[src/rtl/call_request_latch.sv]
// Purpose: synchronise and debounce three call buttons and latch one pending call per floor.
// Latency: 2 sync cycles + DEBOUNCE_CYCLES from a clean raw edge to the registered request update.
// Backpressure: none; calls are held until the car serves the floor (door open at that floor).
// Optional build macro CALL_CANCEL_EN: a press held for LONG_PRESS cycles cancels that floor's call.
module call_request_latch #(
    parameter int DEBOUNCE_CYCLES = 4,
    parameter int LONG_PRESS      = 20
) (
    input  logic       clk,
    input  logic       reset,
    input  logic [2:0] button,
    input  logic [2:0] floor,
    input  logic       door,
    output logic [2:0] request,
    output logic [2:0] led,
    output logic       req_any,
    output logic       new_req
);

    typedef enum logic [1:0] {
        RELEASED     = 2'd0,
        PRESS_WAIT   = 2'd1,
        PRESSED      = 2'd2,
        RELEASE_WAIT = 2'd3
    } db_state_e;

    // Counter is sized to hold DEBOUNCE_CYCLES exactly, so it saturates instead of wrapping.
    localparam int            CW      = $clog2(DEBOUNCE_CYCLES + 1);
    localparam logic [CW-1:0] CNT_ONE = CW'(1);
    localparam logic [CW-1:0] CNT_MAX = CW'(DEBOUNCE_CYCLES);

    // Elaboration-time guard against parameter values the debouncer cannot honour.
    if (DEBOUNCE_CYCLES < 1 || LONG_PRESS < 1) begin : g_param_check
        $error("call_request_latch: DEBOUNCE_CYCLES and LONG_PRESS must be >= 1");
    end

    logic [2:0]    sync1_q, sync2_q;
    db_state_e     state_q [3];
    db_state_e     state_d [3];
    logic [CW-1:0] cnt_q   [3];
    logic [CW-1:0] cnt_d   [3];
    logic [2:0]    press;
    logic [2:0]    cancel;
    logic [2:0]    clr;
    logic [2:0]    request_q, request_d;
    logic          req_any_q, new_req_q;

    // Two-flop synchroniser per raw button.
    always_ff @(posedge clk) begin
        if (reset) begin
            sync1_q <= '0;
            sync2_q <= '0;
        end else begin
            sync1_q <= button;
            sync2_q <= sync1_q;
        end
    end

    // Debounce state and counter registers, one set per button.
    always_ff @(posedge clk) begin
        for (int i = 0; i < 3; i++) begin
            if (reset) begin
                state_q[i] <= RELEASED;
                cnt_q[i]   <= '0;
            end else begin
                state_q[i] <= state_d[i];
                cnt_q[i]   <= cnt_d[i];
            end
        end
    end

    // Debounce next state: a new level must persist DEBOUNCE_CYCLES more cycles after first seen.
    always_comb begin
        for (int i = 0; i < 3; i++) begin
            state_d[i] = state_q[i];
            cnt_d[i]   = cnt_q[i];
            press[i]   = 1'b0;
            case (state_q[i])
                RELEASED: begin
                    if (sync2_q[i]) begin
                        state_d[i] = PRESS_WAIT;
                        cnt_d[i]   = CNT_ONE;
                    end
                end
                PRESS_WAIT: begin
                    if (!sync2_q[i]) begin
                        state_d[i] = RELEASED;
                        cnt_d[i]   = '0;
                    end else if (cnt_q[i] == CNT_MAX) begin
                        state_d[i] = PRESSED;
                        cnt_d[i]   = '0;
                        press[i]   = 1'b1;
                    end else begin
                        cnt_d[i] = cnt_q[i] + CNT_ONE;
                    end
                end
                PRESSED: begin
                    if (!sync2_q[i]) begin
                        state_d[i] = RELEASE_WAIT;
                        cnt_d[i]   = CNT_ONE;
                    end
                end
                RELEASE_WAIT: begin
                    if (sync2_q[i]) begin
                        state_d[i] = PRESSED;
                        cnt_d[i]   = '0;
                    end else if (cnt_q[i] == CNT_MAX) begin
                        state_d[i] = RELEASED;
                        cnt_d[i]   = '0;
                    end else begin
                        cnt_d[i] = cnt_q[i] + CNT_ONE;
                    end
                end
                default: begin
                    state_d[i] = RELEASED;
                    cnt_d[i]   = '0;
                end
            endcase
        end
    end

`ifdef CALL_CANCEL_EN
    localparam int            HW        = $clog2(LONG_PRESS + 1);
    localparam logic [HW-1:0] HOLD_ONE  = HW'(1);
    localparam logic [HW-1:0] HOLD_MAX  = HW'(LONG_PRESS);
    localparam logic [HW-1:0] HOLD_LAST = HW'(LONG_PRESS - 1);

    logic [HW-1:0] hold_q [3];
    logic [HW-1:0] hold_d [3];

    // Hold counters survive a release bounce so the cancel fires only once per debounced press.
    always_comb begin
        for (int i = 0; i < 3; i++) begin
            hold_d[i] = hold_q[i];
            cancel[i] = (state_q[i] == PRESSED) && (hold_q[i] == HOLD_LAST);
            if (state_q[i] == RELEASED || state_q[i] == PRESS_WAIT) begin
                hold_d[i] = '0;
            end else if (state_q[i] == PRESSED && hold_q[i] != HOLD_MAX) begin
                hold_d[i] = hold_q[i] + HOLD_ONE;
            end
        end
    end

    // Long-press hold counter registers.
    always_ff @(posedge clk) begin
        for (int i = 0; i < 3; i++) begin
            if (reset) begin
                hold_q[i] <= '0;
            end else begin
                hold_q[i] <= hold_d[i];
            end
        end
    end
`else
    assign cancel = '0;
`endif

    // Call latch: serving the floor beats cancel, cancel beats a new press.
    always_comb begin
        clr       = floor & {3{door}};
        request_d = ~clr & ~cancel & (press | request_q);
    end

    // Registered outputs; summary flags are computed from the next request so they align with it.
    always_ff @(posedge clk) begin
        if (reset) begin
            request_q <= '0;
            req_any_q <= 1'b0;
            new_req_q <= 1'b0;
        end else begin
            request_q <= request_d;
            req_any_q <= |request_d;
            new_req_q <= |(request_d & ~request_q);
        end
    end

    assign request = request_q;
    assign led     = request_q;
    assign req_any = req_any_q;
    assign new_req = new_req_q;

endmodule

[config.mk]
export PLATFORM = sky130hd
export DESIGN_NAME = call_request_latch
export DESIGN_NICKNAME = d
export VERILOG_FILES = /design/src/rtl/call_request_latch.sv
export SDC_FILE = /design/constraint.sdc
export NUM_CORES = 1
export LEC_CHECK = 0
export BUFFER_PORTS_ARGS = -buffer_cell sky130_fd_sc_hd__buf_2
export CAP_MARGIN = 10
export CORE_UTILIZATION = 60
export CTS_BUF_LIST = sky130_fd_sc_hd__clkbuf_4 sky130_fd_sc_hd__clkbuf_8
export DETAILED_ROUTE_END_ITERATION = 16
export GPL_TIMING_DRIVEN = 0
export PLACE_DENSITY_LB_ADDON = 0.3
export RECOVER_POWER = 25
export SKIP_CTS_REPAIR_TIMING = 1
export SYNTH_ARGS = -nofsm -noshare
export SYNTH_HDL_FRONTEND = slang
export SYNTH_SLANG_ARGS = --single-unit
[constraint.sdc]
create_clock -name clk -period 4.4 [get_ports clk]
set_clock_uncertainty 0.2 [all_clocks]
set_input_delay 0.88 -clock clk [delete_from_list [all_inputs] [get_ports clk]]
set_output_delay 0.88 -clock clk [all_outputs]
set_load 0.01 [all_outputs]
# Word level (Yosys, flattened, before mapping)
# Memories as Yosys holds them, arrays and structs flattened.
# Index checks and enable logic that the tools add are counted.
# Widths: inputs -> output; s select.
# totals
ff_bits	11
ramBits	15
in_bits	9
output_inout_bits	8
word_cells	96
memories	2
# classes
addsub	3
n_eq_ne	12
muxes	57
bitwise	12
n_reduce_logical	5
# memory_table
name	depth	width	read_ports	rd_ports_with_merged_regs	write_ports	line	source
cnt_q	3	3	3	0	3	40	logic [CW-1:0] cnt_q [3];
state_q	3	2	3	0	3	38	db_state_e state_q [3];
# op_table
operator	n
$mux 3	18
$mux 2	21
$pmux 3 s4	3
$pmux 2 s4	3
$eq 2x2->1 const B	6
$mux 1	12
$add 3x1->3 const B	3
$and 3x3->3	3
$eq 3x3->1 const B	3
$eq 2x1->1 const B	3
$logic_not 2->1	3
$not 3->3	2
$or 1x1->1	6
$reduce_or 3->1	2
$or 3x3->3	1

# Logic depth before layout (Yosys ltp)
# An unclocked memory read counts as a cell.
# logic_depth
word_depth	9
mapped_depth	5
depth_no_buf	5

# Worst setup path after synthesis
# No wires, ideal clock.
# synth_timing
path_type	in2reg
from	input reset
to	memory state_q[1][0] (netlist name)
t_arrival_ns	1.461
setup_slack_ns	2.608
cell_stages	3
path_cell_list	clkbuf_1 > clkbuf_1 > nor3b_1
# synth_lines
item	line	source
start: declaration	10	input logic reset,
end: declaration	38	

# Worst setup path after layout
# layout_timing
from	register request_q[1] (netlist: led[1])
to	output request[1]
# layout_lines
item	line	source
start: declaration	45	logic [2:0] request_q, request_d;
start signal: assignment	171	request_q <= request_d;
end: declaration	14	output logic [2:0] request,
# No word-level cell between the ends.

==> impl_metrics.toml <==
[clocking]
path_clk_slew_ns = 0.13
cts_max_level = 1
clock_latency_ns = 0.31
tritoncts = "yes"
root_buffer = "clkbuf_4"
cts.path.max_buffers = 2
numCtsBuffers = 3
cts_sinks = 26

[setup_path]
path_depth = 2
cpPeakStageDelay_ns = 0.42
critPathLaunchType = "register"
crit_type = "reg -> out"
cp.buffers_inverters = 2
cp_data_required_time_ns = 3.32
reg2regPathDepth = 5
cp_top_family = "flip-flops"
crit_path_top_delay_cell = "dfxtp_1"
crit_path_end_kind = "primary output"
critPathArrivalTime_ns = 0.97
critical_path.max_fanout = 5
crit_path_cell_trace = "buf_4 > buf_2"

[pwr]
vdd_drop_max_mv = 0.267
power.switching_mw = 0.151
p_seq_frac = 0.523
p_leak_nw = 0.647
p_sw_frac = 0.297
combPwrFrac = 0.244
p_clk_frac = 0.233
power_density_nw_per_um2 = 321
power.internal_mw = 0.358

[drt]
antenna_left = 0
wl_per_cell_um = 13.1
wirelength_mm = 2.59
drt_iter0_markers = 9
dr.pass1.iters = 4
drc = 0
via_per_inst = 5.78
num_vias = 1145

[floorplan]
die-area_um2 = 2590
die_height_um = 50.9
std_cell_rows = 17
initial_core_util = 0.643
ios = 17
die_x_um = 50.9
core_area_um2 = 2230

[global_routing]
grt_max_degree = 15
grt_usage = 0.234
grt_pass1_wl_mm = 4.66
grt_pass1_vias = 1095
grt.overflow.total = 0
grt_antenna_before_repair = 0

[finish]
drive_gt1_frac = 0.200
diodes = 0
fin_nets = 192
syn_to_final_growth_pct = 10.5
utilization = 0.710
fillers = 176
postLayoutCellArea_um2 = 1590

[logic_synthesis]
synth.distinct_cells = 39
syn_nets = 171
ys_warn_count = 0
yosys.area.top_type = "dfxtp_1"
syn_area_um2 = 1440
ys_top_cells_by_area = "dfxtp_1 (36%), ha_1 (10%), nor2b_1 (3.9%)"
syn_avg_cell_area_um2 = 9.58
yosysSeqAreaShare = 0.362
ys_seq_elements = 26
synth.top_cell.area_share = 0.362
syn_inst = 150

[timing]
slew_headroom = 0.659
setup_tns_ns = 0
timing.hold.ws_ns = 0.254
slew_viol_final = 0
setup_viol = 0
worst_pin_slew_ns = 0.512
rsz0062_at_grt = "false"
fin_crit_ns = 2.05
finalCritPeriodShare = 0.466
fmax_mhz = 488
hold_viol = 0

[worst_hold_path]
min_path_type = "reg -> reg"
holdPathStages = 1

[place]
hpwl_mm = 2.03
placed_cell_area_um2 = 1550
port_buffers = 16
routabilityCongestion = 0.938

[run_status]
outcome = "completed"

[run]
cap_violations = 0
==> synth_stat cells, drive strengths merged <==
cell / instances
nor4b: 1
a31oi: 2
nand2b: 4
nor2b: 9
a311oi: 2
nor3b: 6
o21bai: 2
nor2: 4
and2: 2
nand3b: 2
and4: 2
ha: 12
nand3: 6
or2b: 2
a31o: 1
or4b: 1
or3b: 4
clkbuf: 3
and3: 1
xor2: 1
a2111oi: 2
a211oi: 2
o21ai: 5
o22ai: 1
nand2: 5
dfxtp: 26
a21oi: 9
nand4: 4
inv: 13
or3: 1
o211ai: 3
o221ai: 1
o21a: 1
mux2i: 5
mux2: 2
buf: 3
==> worst paths after layout <==
path,from,endpoint,slack [ns]
min,sync1_q[1],sync2_q[1],0.25
max reg2reg,state_q[2][0],register,2.58
max,led[1],request[1],2.35
min reg2reg,sync1_q[1],sync2_q[1],0.25
==> cell families (layout without fill, tap and decap cells) <==
family / Yosys count / in the layout / share of synthesized area
xor gates and xnor gates: 1 / 1 / 0.00610
and+or+nand+nor: 54 / 54 / 0.247
AOI/OAI and AO/OA: 31 / 31 / 0.166
buffers and inverters: 19 / 39 / 0.0575
adders and majority gates: 12 / 12 / 0.105
muxes: 7 / 7 / 0.0558
DFF: 26 / 26 / 0.362
==> power groups by stage <==
stage          Combinational [mW]  Clock, mW  Sequential (mW)
2_1_floorplan              0.0978          0            0.268
3_3_place_gp                0.117          0            0.270
3_5_place_dp                0.123          0            0.272
4_1_cts                     0.124      0.120            0.266
5_1_grt                     0.139      0.129            0.269
6_report                    0.124      0.119            0.266
==> area by class of cell <==
| class | instances | area (µm²) | share of cell area |
|---|---|---|---|
| Sequential cell | 26 | 520 | 0.328 |
| Timing Repair Buffer | 16 | 78.8 | 0.0497 |
| Buffer | 6 | 33.8 | 0.0213 |
| Multi-Input combinational cell | 105 | 833 | 0.525 |
| Tap cell | 28 | 35.0 | 0.0221 |
| Clock buffer | 4 | 36.3 | 0.0229 |
| Inverter | 13 | 48.8 | 0.0308 |
==> cells in the final DEF, fill, tap and decap left out, types with 3 or more instances in the layout <==
master,synthesis,final
clkbuf_1,3,4
o21ai_0,5,5
nand3_1,6,6
o211ai_1,3,3
nand2_1,5,5
nor2_1,4,4
nor2b_1,9,9
a21oi_1,9,9
clkbuf_4,0,3
inv_1,13,13
ha_1,12,12
nand2b_1,4,4
nor3b_1,4,4
nand4_1,4,4
buf_2,0,15
mux2i_1,5,5
buf_4,3,3
dfxtp_1,26,26
==> metal layers <==
metal | routed length (µm) | up-vias | GRT usage
li1 | - | 579 | -
met1 | 1220 | 529 | 0.297
met2 | 1220 | 31 | 0.401
met3 | 94 | 6 | 0.0268
met4 | 53 | 0 | 0.0880
met5 | 0 | - | 0
==> metrics by stage <==
step                      power, mW  setup slack [ns]  cells
after floorplan               0.366              2.61    150
after global placement        0.387              2.11    194
after detailed placement      0.395              2.12    194
after CTS                     0.510              2.34    198
after global routing          0.537              2.26    198
final                         0.509              2.35    198
Note: power is estimated with default switching activity, not from simulation.
